**src/rtl/fb_pkg.sv**
```systemverilog
// Shared definitions for the framebuffer write path: command op-codes, FSM
// state encoding and default framebuffer geometry.
package fb_pkg;

    localparam int FB_WIDTH_DEF  = 160;
    localparam int FB_HEIGHT_DEF = 120;
    localparam int ADDR_W_DEF    = 15;
    localparam int COLOR_W_DEF   = 24;

    // Coordinate widths are fixed by the command interface.
    localparam int X_W = 8;
    localparam int Y_W = 7;

    localparam logic [1:0] CMD_PLOT  = 2'd0;
    localparam logic [1:0] CMD_FILL  = 2'd1;
    localparam logic [1:0] CMD_CLEAR = 2'd2;
    localparam logic [1:0] CMD_SWAP  = 2'd3;

    typedef enum logic [1:0] {
        ST_IDLE      = 2'd0,
        ST_DRAW      = 2'd1,
        ST_WAIT_DISP = 2'd2,
        ST_SWAP      = 2'd3
    } state_t;

endpackage

```
**src/rtl/frame_writer_rect_scanner.sv**
```systemverilog
// rect_scanner: row-major x/y walk over a normalised rectangle with the
// framebuffer address built incrementally (row_base += FB_WIDTH per row).
module rect_scanner
    import fb_pkg::*;
#(
    parameter int FB_WIDTH = FB_WIDTH_DEF,
    parameter int ADDR_W   = ADDR_W_DEF
) (
    input  logic              clk,
    input  logic              rst,
    input  logic              start,
    input  logic [X_W-1:0]    x0,
    input  logic [X_W-1:0]    x1,
    input  logic [Y_W-1:0]    y0,
    input  logic [Y_W-1:0]    y1,
    input  logic              advance,
    output logic [ADDR_W-1:0] address,
    output logic              last
);

    localparam logic [31:0]       WIDTH_BITS = 32'(FB_WIDTH);
    localparam logic [ADDR_W-1:0] ROW_STEP   = ADDR_W'(FB_WIDTH);

    logic [X_W-1:0]    x_reg;
    logic [Y_W-1:0]    y_reg;
    logic [X_W-1:0]    x0_reg;
    logic [X_W-1:0]    x1_reg;
    logic [Y_W-1:0]    y1_reg;
    logic [ADDR_W-1:0] row_base_reg;

    // Starting row base y0*FB_WIDTH as a sum of shifted copies of y0, one per
    // set bit of the constant width, so no general multiplier is needed.
    logic [ADDR_W-1:0] partial [ADDR_W];
    logic [ADDR_W-1:0] start_base;

    genvar gi;
    generate
        for (gi = 0; gi < ADDR_W; gi++) begin : g_partial
            assign partial[gi] = WIDTH_BITS[gi] ? (ADDR_W'(y0) << gi) : '0;
        end
    endgenerate

    always_comb begin
        start_base = '0;
        for (int i = 0; i < ADDR_W; i++) begin
            start_base = start_base + partial[i];
        end
    end

    assign address = row_base_reg + ADDR_W'(x_reg);
    assign last    = (x_reg == x1_reg) && (y_reg == y1_reg);

    // Holding on the last pixel keeps the address inside the frame.
    always_ff @(posedge clk or negedge rst) begin
        if (!rst) begin
            x_reg        <= '0;
            y_reg        <= '0;
            x0_reg       <= '0;
            x1_reg       <= '0;
            y1_reg       <= '0;
            row_base_reg <= '0;
        end else if (start) begin
            x_reg        <= x0;
            y_reg        <= y0;
            x0_reg       <= x0;
            x1_reg       <= x1;
            y1_reg       <= y1;
            row_base_reg <= start_base;
        end else if (advance && !last) begin
            if (x_reg == x1_reg) begin
                x_reg        <= x0_reg;
                y_reg        <= y_reg + Y_W'(1);
                row_base_reg <= row_base_reg + ROW_STEP;
            end else begin
                x_reg <= x_reg + X_W'(1);
            end
        end
    end

endmodule

```
**src/rtl/frame_writer.sv**
```systemverilog
// frame_writer: drawing-command front end for the double-buffered framebuffer.
// Optional write backpressure (wr_ready) with FRAME_WRITER_BACKPRESSURE_EN.
module frame_writer
    import fb_pkg::*;
#(
    parameter int FB_WIDTH  = FB_WIDTH_DEF,
    parameter int FB_HEIGHT = FB_HEIGHT_DEF,
    parameter int ADDR_W    = ADDR_W_DEF,
    parameter int COLOR_W   = COLOR_W_DEF
) (
    input  logic               clk,
    input  logic               rst,
    input  logic               cmd_valid,
    output logic               cmd_ready,
    input  logic [1:0]         cmd_op,
    input  logic [X_W-1:0]     cmd_x0,
    input  logic [X_W-1:0]     cmd_x1,
    input  logic [Y_W-1:0]     cmd_y0,
    input  logic [Y_W-1:0]     cmd_y1,
    input  logic [COLOR_W-1:0] cmd_color,
    input  logic               disp_done,
`ifdef FRAME_WRITER_BACKPRESSURE_EN
    input  logic               wr_ready,
`endif
    output logic               wr_en,
    output logic [ADDR_W-1:0]  wr_address,
    output logic [COLOR_W-1:0] wr_data,
    output logic               write_done,
    output logic               busy
);

    localparam logic [X_W-1:0] X_MAX = X_W'(FB_WIDTH - 1);
    localparam logic [Y_W-1:0] Y_MAX = Y_W'(FB_HEIGHT - 1);

    state_t             state_reg;
    state_t             state_next;
    logic               empty_reg;
    logic               ready_reg;
    logic [COLOR_W-1:0] color_reg;

    logic               accept;
    logic               draw_start;
    logic               wr_ok;
    logic               scan_last;
    logic [X_W-1:0]     x_lo;
    logic [X_W-1:0]     x_hi;
    logic [Y_W-1:0]     y_lo;
    logic [Y_W-1:0]     y_hi;
    logic               rect_empty;

`ifdef FRAME_WRITER_BACKPRESSURE_EN
    assign wr_ok = wr_ready;
`else
    assign wr_ok = 1'b1;
`endif

    assign accept     = cmd_valid && cmd_ready;
    assign draw_start = accept && (cmd_op != CMD_SWAP);

    // Order and clip the rectangle; an origin outside the frame means no writes.
    always_comb begin
        x_lo       = cmd_x0;
        x_hi       = cmd_x1;
        y_lo       = cmd_y0;
        y_hi       = cmd_y1;
        rect_empty = 1'b0;
        case (cmd_op)
            CMD_PLOT: begin
                x_hi       = cmd_x0;
                y_hi       = cmd_y0;
                rect_empty = (cmd_x0 > X_MAX) || (cmd_y0 > Y_MAX);
            end
            CMD_CLEAR: begin
                x_lo = '0;
                x_hi = X_MAX;
                y_lo = '0;
                y_hi = Y_MAX;
            end
            default: begin
                if (cmd_x0 > cmd_x1) begin
                    x_lo = cmd_x1;
                    x_hi = cmd_x0;
                end
                if (cmd_y0 > cmd_y1) begin
                    y_lo = cmd_y1;
                    y_hi = cmd_y0;
                end
                if (x_hi > X_MAX) x_hi = X_MAX;
                if (y_hi > Y_MAX) y_hi = Y_MAX;
                rect_empty = (x_lo > X_MAX) || (y_lo > Y_MAX);
            end
        endcase
    end

    always_comb begin
        state_next = state_reg;
        case (state_reg)
            ST_IDLE: begin
                if (accept) begin
                    state_next = (cmd_op == CMD_SWAP) ? ST_WAIT_DISP : ST_DRAW;
                end
            end
            ST_DRAW: begin
                if (empty_reg || (scan_last && wr_ok)) state_next = ST_IDLE;
            end
            ST_WAIT_DISP: begin
                if (disp_done) state_next = ST_SWAP;
            end
            ST_SWAP: begin
                if (wr_ok) state_next = ST_IDLE;
            end
            default: state_next = ST_IDLE;
        endcase
    end

    assign wr_en      = (state_reg == ST_DRAW) && !empty_reg;
    assign write_done = (state_reg == ST_SWAP);
    assign busy       = (state_reg != ST_IDLE);
    assign wr_data    = color_reg;
    // Registered so that cmd_ready stays low while reset is held.
    assign cmd_ready  = ready_reg;

    always_ff @(posedge clk or negedge rst) begin
        if (!rst) begin
            state_reg <= ST_IDLE;
            empty_reg <= 1'b0;
            ready_reg <= 1'b0;
            color_reg <= '0;
        end else begin
            state_reg <= state_next;
            ready_reg <= (state_next == ST_IDLE);
            if (draw_start) begin
                empty_reg <= rect_empty;
                color_reg <= cmd_color;
            end
        end
    end

    rect_scanner #(
        .FB_WIDTH (FB_WIDTH),
        .ADDR_W   (ADDR_W)
    ) u_scanner (
        .clk     (clk),
        .rst     (rst),
        .start   (draw_start),
        .x0      (x_lo),
        .x1      (x_hi),
        .y0      (y_lo),
        .y1      (y_hi),
        .advance (wr_en && wr_ok),
        .address (wr_address),
        .last    (scan_last)
    );

endmodule

```
**config.mk**
```make
export PLATFORM = sky130hd
export DESIGN_NAME = frame_writer
export DESIGN_NICKNAME = d
export VERILOG_FILES = /design/src/rtl/fb_pkg.sv /design/src/rtl/frame_writer_rect_scanner.sv /design/src/rtl/frame_writer.sv
export SDC_FILE = /design/constraint.sdc
export NUM_CORES = 1
export LEC_CHECK = 0
export CAP_MARGIN = 40
export CORE_ASPECT_RATIO = 0.7
export CORE_MARGIN = 2
export CORE_UTILIZATION = 56
export CTS_CLUSTER_DIAMETER = 100
export DETAILED_ROUTE_END_ITERATION = 8
export GPL_ROUTABILITY_DRIVEN = 0
export HOLD_SLACK_MARGIN = 0.12
export PLACE_DENSITY = 0.91
export SYNTH_ARGS = -nofsm -noshare
export SYNTH_HDL_FRONTEND = slang
export SYNTH_SLANG_ARGS = --single-unit
```
**constraint.sdc**
```tcl
create_clock -name clk -period 5.6 [get_ports clk]
set_clock_uncertainty 0.05 [all_clocks]
set_input_delay 1.4 -clock clk [delete_from_list [all_inputs] [get_ports clk]]
set_output_delay 1.4 -clock clk [all_outputs]
set_load 0.02 [all_outputs]
```
==> key figures <==
Power
  • Max VDD drop: 0.299 mV
  • Internal power: 0.00201 W
  • Logic pwr share: 48.0%
  • Power density over the cells: just over 500 mW/mm^2
  • Reg power frac: between 30% and 40%
  • Switching power total: approximately 0.0013 W
  • Clk pwr share: between 20% and 30%
  • LEAKAGE: 2.86 nW
  • Switching share of power: between 40% and 50%

GRT
  • Total grt overflow: 0
  • Initial antenna violation count: 0
  • Vias in the first global route: ~4,700
  • Largest net degree at the start of global routing: 54
  • GRT Total Usage: between 20 and 30%
  • Global-route wire length before repair: 22.7 mm

Timing
  • Worst-margin pin slew: between 0.8 and 0.9 ns
  • RSZ-0062 raised after global routing: no
  • Fmax: about 200 MHz
  • Final hold violations: 0
  • Fin worst setup slack: 0.739 ns
  • Final Max Tran Viols: 0
  • Final Critical Period: ~4.9 ns
  • Fin crit share: between 80 and 90%
  • Max_slew headroom: 40.1%
  • Final setup fails: 0
  • Setup TNS: 0 ns

CTS
  • Num CTS Buffers: 9
  • Clock root buffer: clkbuf_16
  • H-Tree Depth: 3
  • Clk slew on worst S/H paths: ~0.06 ns
  • PostCTS Resize Cnt: 0
  • Clock buffer depth: 2
  • # Post-CTS Setup Buffers: 0
  • Clock latency at the later pin of the worst-skew pair: between 0.3 and 0.4 ns
  • TritonCTS clock tree: done
  • Clock sinks: 76
  • CTS Hold Bufs: 0

Worst hold path
  • Min-Delay Path Class: flip-flop to flip-flop

Floorplanning
  • Die width: approximately 120 um
  • Die Area: 0.00971 mm^2
  • Core Footprint: 0.00855 mm^2
  • Initial Utilization: just under 60%
  • Boundary pin count: roughly 100
  • FP Rows: 28
  • Die H: 83.0 um

Finish
  • Filler instances: about 600
  • Most frequent cells in the layout: nand2_1 (127), clkdlybuf4s50_1 (101), dfrtp_1 (76), a21oi_1 (41), nor2_1 (40)
  • Max reg flops: 24
  • Final core occ: 75.9%
  • Inserted Diodes: 0
  • Commonest non-fill, non-tap cell in the layout: nand2_1
  • Layout cell share with drive strength beyond 1: between 7 and 8%
  • Fin nets: 765
  • Area Overhead vs Synth: 29.9%

Flow run
  • Max cap viols: 0

Worst setup path
  • Slowest-stage cell, CP: clkdlybuf4s50_1
  • Crit path capture type: flip-flop
  • Startpoint Class: input pin
  • Worst Path Max Fanout: 7
  • CP peak stage delay: 0.52 ns
  • Required @ worst endpoint: just under 6 ns
  • CP Cell Sequence: clkdlybuf4s50_1, ha_1, nand2_1, o21ai_1, o21ai_1, nor2_1, a21oi_1, o21ai_1, ha_1, o21ai_1, o21ai_1, a21o_1, and3_1, o31ai_2
  • Crit path kind: input pin to flip-flop
  • Critical Path AT: between 5 and 6 ns
  • CP dominant cell by count: o21ai_1

Logic synthesis
  • Synth Instances: around 590
  • Post-synth EDFFs: 0
  • YS warnings: 0
  • Post-synth ARST share: 100%
  • Syn_area_per_cell: between 8 and 9 um^2
  • #FFs+latches synth: 76
  • Post-synthesis instance area: between 0.004 and 0.005 mm^2
  • Top FF cell, synth: dfrtp_1
  • Synth cell types: 55
  • Seq/Total Area, Yosys: between 30% and 40%
  • Mapped Nets: approximately 680

Place
  • Port Buffers: 102
  • Place WS: approximately 0.55 ns
  • Detailed placer's ending HPWL: ~10 mm

Route
  • Post-DRT Antenna Nets: 0
  • DRC: 0
  • Final WL: 13.7 mm
  • Vias: a little under 5,000
  • Number of DRC markers in iteration 0: between 400 and 500
  • First-pass DRT Iterations: 5
  • Via density: 6.01
  • Drt wl/cell: 17.0 um

Run status
  • Status: finished clean
-- final cells by class --
cell class,instances,area (um^2),share of cell area (%)
multi-input cells,461,2890,44.5
clock inverters,4,95.1,1.46
clock buffers,12,256,3.95
repair buffers,110,1110,17.1
well taps,120,150,2.31
inverters,23,86.3,1.33
flip-flops and latches,76,1900,29.3
-- power by group through the flow --
stage          clock network [W]  registers [W]  logic (W)
3_3_place_gp                   0        0.00105    0.00153
5_1_grt                 0.000707        0.00110    0.00176
2_1_floorplan                  0        0.00111   0.000878
6_report                0.000675        0.00106    0.00161
3_5_place_dp                   0        0.00106    0.00159
4_1_cts                 0.000681        0.00106    0.00160
-- cell usage after synthesis (2+ instances only) --
cell	instances	area (um^2)
dfrtp_1	76	1900
mux2_2	9	101
nand2b_1	3	18.8
o21ai_0	38	190
clkbuf_1	22	82.6
o2111ai_1	4	35.0
nor2_1	40	150
o211ai_1	7	52.6
nand3_1	12	60.1
and2_1	2	12.5
o21ai_1	8	40.0
buf_2	4	20.0
o31ai_1	3	22.5
nor2b_1	2	12.5
o21a_1	4	30.0
and3_1	5	31.3
a31oi_1	6	37.5
nand2_1	127	477
xnor2_1	16	140
mux2i_1	9	90.1
a41oi_1	2	17.5
a21o_1	7	52.6
a221oi_1	9	78.8
or2_2	2	12.5
a21oi_1	42	210
buf_1	4	15.0
xor2_1	27	236
or3_1	5	31.3
nand3b_1	2	15.0
ha_1	24	300
inv_1	23	86.3
o211ai_2	3	37.5
o22ai_1	8	50.1
a32oi_1	2	17.5
nand4_1	7	43.8
buf_4	2	15.0
nor3_1	6	30.0
nor4_1	3	18.8
-- critical path, delay by kind of cell --
family,cells,cell delay (ns)
AO/OA/AOI/OAI,8,1.92
adder cells (fa/ha/maj),2,0.75
buffers and inverters,1,0.52
AND/OR/NAND/NOR,3,0.45
-- stage by stage --
stage	cell area (um^2)	hold slack (ns)	cells	power [W]
2_1_floorplan	5000	0.399	592	0.00199
3_3_place_gp	6080	0.407	787	0.00258
3_5_place_dp	6130	0.413	789	0.00265
4_1_cts	6480	0.426	805	0.00334
5_1_grt	6490	0.449	806	0.00357
6_report	6490	0.423	806	0.00334
-- final timing paths --
check	slack, ns	cells past startpoint	startpoint	to
worst max-delay path	0.74	14	cmd_y0[6]	u_scanner.row_base_reg[13]
worst min-delay path	0.42	2	wr_data[22]	wr_data[22]
worst max register to register	2.36	9	u_scanner.x_reg[4]	u_scanner.row_base_reg[11]
worst min register to register	0.42	2	wr_data[22]	wr_data[22]
max in group asynchronous	4.01	2	rst	u_scanner.x0_reg[0]
min in group asynchronous	0.92	1	rst	u_scanner.row_base_reg[11]
-- cell families (layout without fill, tap and decap cells) --
logic type / after synthesis / after routing / synth area share [%]
buf+inv: 55 / 149 / 4.38
simple gates: 221 / 221 / 19.5
mux: 19 / 19 / 4.13
flops: 76 / 76 / 38.0
fa+ha+maj: 24 / 24 / 6.01
compound gates: 154 / 154 / 20.4
xor+xnor: 43 / 43 / 7.53
-- routing by layer --
metal	GRT usage, %	share of wire, %	up-vias
li1	-	-	2252
met1	38.9	42	2319
met2	46.7	48	244
met3	8.91	8.8	28
met4	10.1	2.0	0
met5	0	0	-
Note: power is estimated with default switching activity, not from simulation.
